**src/rtl/run_ctrl.sv**
```systemverilog
// Run controller for the rv32i core: holds the core reset domains, releases them
// one after another, runs until halt or budget expiry, and reports cycle/retire counts.
module run_ctrl #(
  parameter int NUM_RST     = 2,
  parameter int HOLD_CYCLES = 4,
  parameter int STAGGER     = 2,
  parameter int MAX_CYCLES  = 25,
  parameter int AUTO_START  = 1,
  parameter int CNT_W       = 32
) (
  input  logic               clk,
  input  logic               rst,
  input  logic               start,
  input  logic               halt,
  input  logic               retire,
  output logic [NUM_RST-1:0] core_rst_n,
  output logic               running,
  output logic               done,
  output logic               timeout,
  output logic [CNT_W-1:0]   cycles,
  output logic [CNT_W-1:0]   instret
);

  localparam int MAX_DLY = (HOLD_CYCLES > STAGGER) ? HOLD_CYCLES : STAGGER;
  localparam int TMR_W   = (MAX_DLY > 1) ? $clog2(MAX_DLY) : 1;
  localparam int IDX_W   = (NUM_RST > 1) ? $clog2(NUM_RST) : 1;

  localparam logic [TMR_W-1:0] HOLD_LOAD = TMR_W'(HOLD_CYCLES - 1);
  localparam logic [TMR_W-1:0] STAG_LOAD = TMR_W'(STAGGER - 1);
  localparam logic [IDX_W-1:0] LAST_IDX  = IDX_W'(NUM_RST - 1);
  localparam logic [63:0]      BUDGET    = 64'(MAX_CYCLES);

  typedef enum logic [2:0] {
    ST_IDLE,
    ST_HOLD,
    ST_RELEASE,
    ST_RUN,
    ST_DONE
  } state_t;

  state_t             state_q, state_d;
  logic [TMR_W-1:0]   timer_q, timer_d;
  logic [IDX_W-1:0]   rel_idx_q, rel_idx_d;
  logic [NUM_RST-1:0] core_rst_n_q, core_rst_n_d;
  logic               running_q, running_d;
  logic               done_q, done_d;
  logic               timeout_q, timeout_d;
  logic [CNT_W-1:0]   cycles_q, cycles_d;
  logic [CNT_W-1:0]   instret_q, instret_d;

  logic [63:0]        cyc_ext;
  logic               budget_hit;

  function automatic logic [CNT_W-1:0] sat_inc(input logic [CNT_W-1:0] v);
    return (&v) ? v : v + CNT_W'(1);
  endfunction

  // Compared in a wide domain so a saturated counter never aliases onto the budget.
  assign cyc_ext    = 64'(cycles_q);
  assign budget_hit = (MAX_CYCLES != 0) && ((cyc_ext + 64'd1) == BUDGET);

  always_comb begin
    state_d      = state_q;
    timer_d      = timer_q;
    rel_idx_d    = rel_idx_q;
    core_rst_n_d = core_rst_n_q;
    running_d    = running_q;
    done_d       = done_q;
    timeout_d    = timeout_q;
    cycles_d     = cycles_q;
    instret_d    = instret_q;

    unique case (state_q)
      ST_IDLE: begin
        if (start || (AUTO_START != 0)) begin
          state_d      = ST_HOLD;
          timer_d      = HOLD_LOAD;
          rel_idx_d    = '0;
          core_rst_n_d = '0;
          done_d       = 1'b0;
          timeout_d    = 1'b0;
          cycles_d     = '0;
          instret_d    = '0;
        end
      end

      ST_HOLD: begin
        if (timer_q == '0) begin
          core_rst_n_d[0] = 1'b1;
          if (NUM_RST == 1) begin
            state_d   = ST_RUN;
            running_d = 1'b1;
          end else begin
            state_d   = ST_RELEASE;
            rel_idx_d = IDX_W'(1);
            timer_d   = STAG_LOAD;
          end
        end else begin
          timer_d = timer_q - TMR_W'(1);
        end
      end

      ST_RELEASE: begin
        if (timer_q == '0) begin
          core_rst_n_d[rel_idx_q] = 1'b1;
          if (rel_idx_q == LAST_IDX) begin
            state_d   = ST_RUN;
            running_d = 1'b1;
          end else begin
            rel_idx_d = rel_idx_q + IDX_W'(1);
            timer_d   = STAG_LOAD;
          end
        end else begin
          timer_d = timer_q - TMR_W'(1);
        end
      end

      ST_RUN: begin
        // The exiting edge still counts, so the increments are unconditional here.
        cycles_d = sat_inc(cycles_q);
        if (retire) begin
          instret_d = sat_inc(instret_q);
        end
        if (halt) begin
          state_d      = ST_DONE;
          done_d       = 1'b1;
          running_d    = 1'b0;
          core_rst_n_d = '0;
        end else if (budget_hit) begin
          state_d      = ST_DONE;
          timeout_d    = 1'b1;
          running_d    = 1'b0;
          core_rst_n_d = '0;
        end
      end

      ST_DONE: begin
        if (start) begin
          state_d      = ST_HOLD;
          timer_d      = HOLD_LOAD;
          rel_idx_d    = '0;
          core_rst_n_d = '0;
          done_d       = 1'b0;
          timeout_d    = 1'b0;
          cycles_d     = '0;
          instret_d    = '0;
        end
      end

      default: begin
        state_d      = ST_IDLE;
        core_rst_n_d = '0;
        running_d    = 1'b0;
      end
    endcase
  end

  always_ff @(posedge clk or negedge rst) begin
    if (!rst) begin
      state_q      <= ST_IDLE;
      timer_q      <= '0;
      rel_idx_q    <= '0;
      core_rst_n_q <= '0;
      running_q    <= 1'b0;
      done_q       <= 1'b0;
      timeout_q    <= 1'b0;
      cycles_q     <= '0;
      instret_q    <= '0;
    end else begin
      state_q      <= state_d;
      timer_q      <= timer_d;
      rel_idx_q    <= rel_idx_d;
      core_rst_n_q <= core_rst_n_d;
      running_q    <= running_d;
      done_q       <= done_d;
      timeout_q    <= timeout_d;
      cycles_q     <= cycles_d;
      instret_q    <= instret_d;
    end
  end

  assign core_rst_n = core_rst_n_q;
  assign running    = running_q;
  assign done       = done_q;
  assign timeout    = timeout_q;
  assign cycles     = cycles_q;
  assign instret    = instret_q;

endmodule

```
**config.mk**
```make
export PLATFORM = sky130hd
export DESIGN_NAME = run_ctrl
export DESIGN_NICKNAME = d
export VERILOG_FILES = /design/src/rtl/run_ctrl.sv
export SDC_FILE = /design/constraint.sdc
export NUM_CORES = 1
export LEC_CHECK = 0
export CAP_MARGIN = 20
export CORE_MARGIN = 3
export CORE_UTILIZATION = 54
export DETAILED_ROUTE_END_ITERATION = 6
export PLACE_DENSITY = 0.87
export RECOVER_POWER = 25
export SLEW_MARGIN = 10
export SYNTH_ARGS = -nofsm -noshare
export SYNTH_HDL_FRONTEND = slang
export SYNTH_SLANG_ARGS = --single-unit
```
**constraint.sdc**
```tcl
create_clock -name clk -period 2.67 [get_ports clk]
set_input_delay 0.534 -clock clk [delete_from_list [all_inputs] [get_ports clk]]
set_output_delay 0.534 -clock clk [all_outputs]
set_load 0.03 [all_outputs]
```
# Yosys cells after proc, flatten, opt, wreduce, memory -nomap -nowiden
# Cells that the tools add are included.
[totals]
out_inout_bits = 69
wordCells = 96
input_bits = 5
register_bits = 75
[classes]
bitwise_logic = 3
muxes = 41
n_eq_ne = 17
reduce_logical = 18
order_cmp = 2
add_sub_neg = 5
[op_table]
columns = ["operator", "n"]
rows = [
  ["$pmux 32 s3", 2],
  ["$mux 32", 4],
  ["$add 32x1->32 const B", 2],
  ["$reduce_and 32->1", 2],
  ["$add 32x1->33 const B", 1],
  ["$eq 33x5->1 const B", 1],
  ["$reduce_and 4->1", 6],
  ["$ne 2x2->1 const B", 10],
  ["$mux 3", 6],
  ["$mux 2", 8],
  ["$pmux 3 s5", 1],
  ["$mux 1", 12],
  ["$pmux 1 s4", 3],
  ["$pmux 1 s3", 3],
  ["$reduce_and 3->1", 3],
  ["$pmux 2 s4", 1],
  ["$eq 3x2->1 const B", 2],
  ["$ne 3x3->1 const B", 2],
  ["$reduce_and 5->1", 1],
  ["$reduce_bool 4->1", 1],
  ["$eq 3x1->1 const B", 1],
  ["$eq 3x3->1 const B", 1],
  ["$logic_not 3->1", 1],
  ["$reduce_bool 3->1", 1],
  ["other kinds (10)", 11],
]

# Longest topological paths before layout
# Gate-level depths: netlist (run 1).
[depth]
depth_word = 7
depth_mapped = 11
depth_no_buf = 9

# Worst setup path after synthesis (run 1)
# No wires, ideal clock.
[synth_timing]
kind = "register -> register"
from = "register cycles_q[0], in the netlist cycles[0]"
to = "register state_q[0]"
t_arrival_ps = 2475
slack_ps = 69
t_required_ps = 2544
setup_ps = 126
synth_period_minus_slack_ps = 2601
n_path_buf = 1
stages_incl_launch_ff = 10
cell_sequence = "dfrtp_1 > ha_1 > and3_1 > buf_2 > nand3_2 > nor4_2 > nand4_1 > a211oi_1 > nand4b_1 > a221o_1"
[synth_between]
elab_chain_cells = 4
[synth_rtl]
columns = ["element", "line", "text"]
rows = [
  ["from (decl)", "48", "logic [CNT_W-1:0] cycles_q, cycles_d;"],
  ["from (signal assigned)", "177", "cycles_q <= cycles_d;"],
  ["$add 32x1->33", "60", "assign budget_hit = (MAX_CYCLES != 0) && ((cyc_ext + 64'd1) == BUDGET);"],
  ["$eq 33x5->1", "60", ""],
  ["$ne 3x3->1 (no source line)", "-", ""],
  ["$reduce_and 5->1 (no source line)", "-", ""],
  ["to (signal assigned)", "170", "state_q <= state_d;"],
  ["to (decl)", "41", "state_t state_q, state_d;"],
]
# No other way between the ends.
# A chain may end at the register's enable or synchronous reset.

# Worst setup path in the final report (run 1)
[layout_timing]
from = "register cycles_q[3], in the netlist cycles[3]"
to = "register state_q[0]"
# Same word-level chain as after synthesis.

==> results.cfg, run 1 <==
[status]
status = finished with violations
violations = capacitance limit, slew limit

[worst_setup_path]
timing.rr.start = cycles[3]
timing.rr.end = state_q[0]
max_stage_delay_ps = 480
crit_end = state_q[0]
crit_slowest_cell = nor4_1
worstSetupEndpointType = flip-flop
start_kind = flip-flop
r2r_cells = 8
critical_path_required_ps = 2910
path_class = reg2reg
crit_arrival_ps = 2860
rrSetupSlack_ps = 50
crit_path_start = cycles[3]
crit_fanout = 7
crit_chain = buf_4, nand4_1, nor4_1, mux2i_1, o2bb2ai_1, a211oi_2, nand4b_1, a221o_1

[cells_and_area]
fin_cells = 740
n_fill_cell = 608
n_antenna_cell = 0
layout-drive-gt1-share_pct = 14.17
nNetsFinal = 639
synthToLayoutAreaGrowth_pct = 27.00

[clock_network]
h-tree-depth = 3
clkSinkCount = 75
clock-root-buffer = clkbuf_8
tritoncts = done
numCtsBuffers = 9
clkSlewWorstSetupHoldPaths_ps = 80
clock_path_buffers = 2
clk_latency_ps = 350
cts_hold_buf = 0

[routing]
drtIter0Drc = 322
ant_nets = 0
vias = 4669
viasPerCell = 6.309
wl_um = 13220
routedWlPerCell_um = 17.86
drc_errors = 0
drt_first_pass_iters = 5

[power]
power_per_cell_area_nw_per_um2 = 591.2
p_total_mw = 3.517
p_leak_nw = 2.377
vdd_drop_max_mv = 0.4006

[synth]
synthArstFlopShare_pct = 100.0
seq_area_frac_synth_pct = 40.06
synthCells = 546
syn_area_um2 = 4684
ys_ff_latch = 75
synthDistinctLibCells = 70
postSynthNetCount = 554
ys.warnings.count = 0
synth_edf_count = 0
synth_ff_type = dfrtp_1
avgSynthCellArea_um2 = 8.580

[placement]
portBuffers = 73
dpl.hpwl_um = 9067
pre_cts_slack_ps = -58.73
placed_cells = 721
gp_congestion = 0.9268

[timing]
slew_violations = 76
period_share_pct = 98.05
setup_violations = 0
period_minus_slack_ps = 2618
slew_headroom_pct = -25.49
hold_viol_final = 0
setup_slack_ps = 52.17
fmax_mhz = 382.0
fin_worst_skew_ps = 10.77
worst_slew_pin_slew_ps = 1882

[floorplan]
core_um2 = 8341
die_h_um = 99.14
initial_core_util_pct = 56.17
dieArea_um2 = 9829
die_x_um = 99.14
io_pins = 74
row_count = 33

[grt]
grt_pass1_vias = 4284
grt_max_degree = 76
grt_remaining_overflow = 0
grtUsageTotal_pct = 26.34
antenna_found_initial = 0
grt_pass1_wl_um = 21160

[flow_run]
cap_violations = 1

[min_path]
hold_class = reg2reg
## cell usage in the layout, fill, tap and decap left out, types with 4 or more instances in the layout
cell type        netlist  final
inv_1                 14     14
a21oi_1               12     12
nor3_1                17     17
nor4_2                 1      4
nor2b_1               10     10
or3_1                  5      5
nand4_1               20     20
and2_1                 6      6
nand2_1               33     33
o31ai_1               19     19
nor2_1                72     72
o41ai_1                7      7
mux2_2                 4      4
xor2_1                17     17
and3_1                11     11
dfrtp_1               75     72
buf_4                  4     34
xnor2_1               14     14
a31oi_1                9      9
nand3_1               38     37
clkbuf_8               2      9
clkdlybuf4s50_1        0     72
and4_1                 8      7
nand2b_1               5      5
o21ai_0               49     48
## synth_stat cells (8+ instances only)
cell      number  area [µm²]
o31ai_1       19       142.6
and3_1        11       68.82
xor2_1        17       148.9
a21oi_1       12       60.06
nor3_1        17       85.08
dfrtp_1       75        1877
buf_2         11       55.05
and4_1         8       70.07
inv_1         14       52.55
xnor2_1       14       122.6
nor2_1        72       270.3
clkbuf_1      15       56.30
a31oi_1        9       56.30
o21ai_0       49       245.2
nor2b_1       10       62.56
nand4_1       20       125.1
nand3_1       38       190.2
nand2_1       33       123.9
## state kept, by name, indices dropped and copies added, names as in the netlist
name and cells:
done 1, rel_idx_q 1, timer_q 2, core_rst_n 2, timeout 1, instret 32
state_q 3, running 1, cycles 32
## metrics by stage
step | TNS [ps] | util, % | instance area [µm²] | hold WS [ps]
3_5_place_dp | -158.7 | 67.40 | 5622 | 508.0
2_1_floorplan | 0 | - | 4684 | 238.4
6_report | 0 | 71.33 | 5949 | 535.0
3_3_place_gp | 0 | 67.40 | 5622 | 507.3
4_1_cts | 0 | 70.15 | 5851 | 364.3
5_1_grt | -529.0 | 71.33 | 5949 | 546.6
## how the worst min path moves through the flow
stage	slack [ps]	startpoint	endpoint	cells after the start
after CTS	360	rst	core_rst_n[0]	1
after global routing	550	done	done	2
final	540	done	done	2
after floorplan	240	rst	core_rst_n[0]	0
after detailed placement	510	done	done	2
after global placement	510	timeout	timeout	1
## timing repair
| action | in CTS | in global routing |
|---|---|---|
| resized for setup | 3 | 16 |
| pin swaps | 0 | 2 |
| setup buffers | 0 | 3 |
| endpoints found under the setup margin | 4 | 37 |
| gates cloned | 0 | 1 |
## power by group
part           internal (mW)  switching (mW)  total, mW
sequential              1.22           0.131       1.35
clock                  0.525           0.452      0.976
combinational          0.454           0.736       1.19
total                   2.20            1.32       3.52
## per-layer routing
metal	up-vias	share of wire, %	global-route usage [%]
met5	-	0	0
met4	0	1.7	8.298
met3	19	6.9	5.189
met2	202	48	40.96
met1	2283	44	37.36
li1	2165	-	-
## cell families after synthesis
logic type	after synthesis	share of synthesized area, %
AOI/OAI and AO/OA	127	17.82
and+or+nand+nor	255	28.95
xor gates and xnor gates	31	5.796
adders and majority gates	3	0.8014
buffers and inverters	50	5.395
muxes	5	1.175
DFF	75	40.06
## cell type report
class,instances,area (µm²),area share [%]
inverter,14,52.55,0.8833
sequential,75,1881,31.61
clock inverter,6,87.58,1.472
clock buffer,9,123.9,2.082
timing repair buffer,110,1037,17.43
tap,105,131.4,2.208
multi-input combinational,421,2636,44.31
## worst max-delay path: cells and delay by family, from the launching register on
kind	cells	cell delay, ps
and+or+nand+nor	3	940
AOI/OAI and AO/OA	3	800
DFF	1	410
buffers and inverters	1	180
muxes	1	180
Note: power is estimated with default switching activity, not from simulation.
==> inputs of run 2 (changes only) <==
CTS_CLUSTER_SIZE = 12   (was unset)
==> results of run 2 <==
The final DEF is identical to that of run 1; final timing and power are the same.
==> inputs of run 3 (changes only) <==
SKIP_LAST_GASP = 1   (was unset)
TNS_END_PERCENT = 100   (was unset)
==> results of run 3 <==
The final DEF is identical to that of run 1; final timing and power are the same.
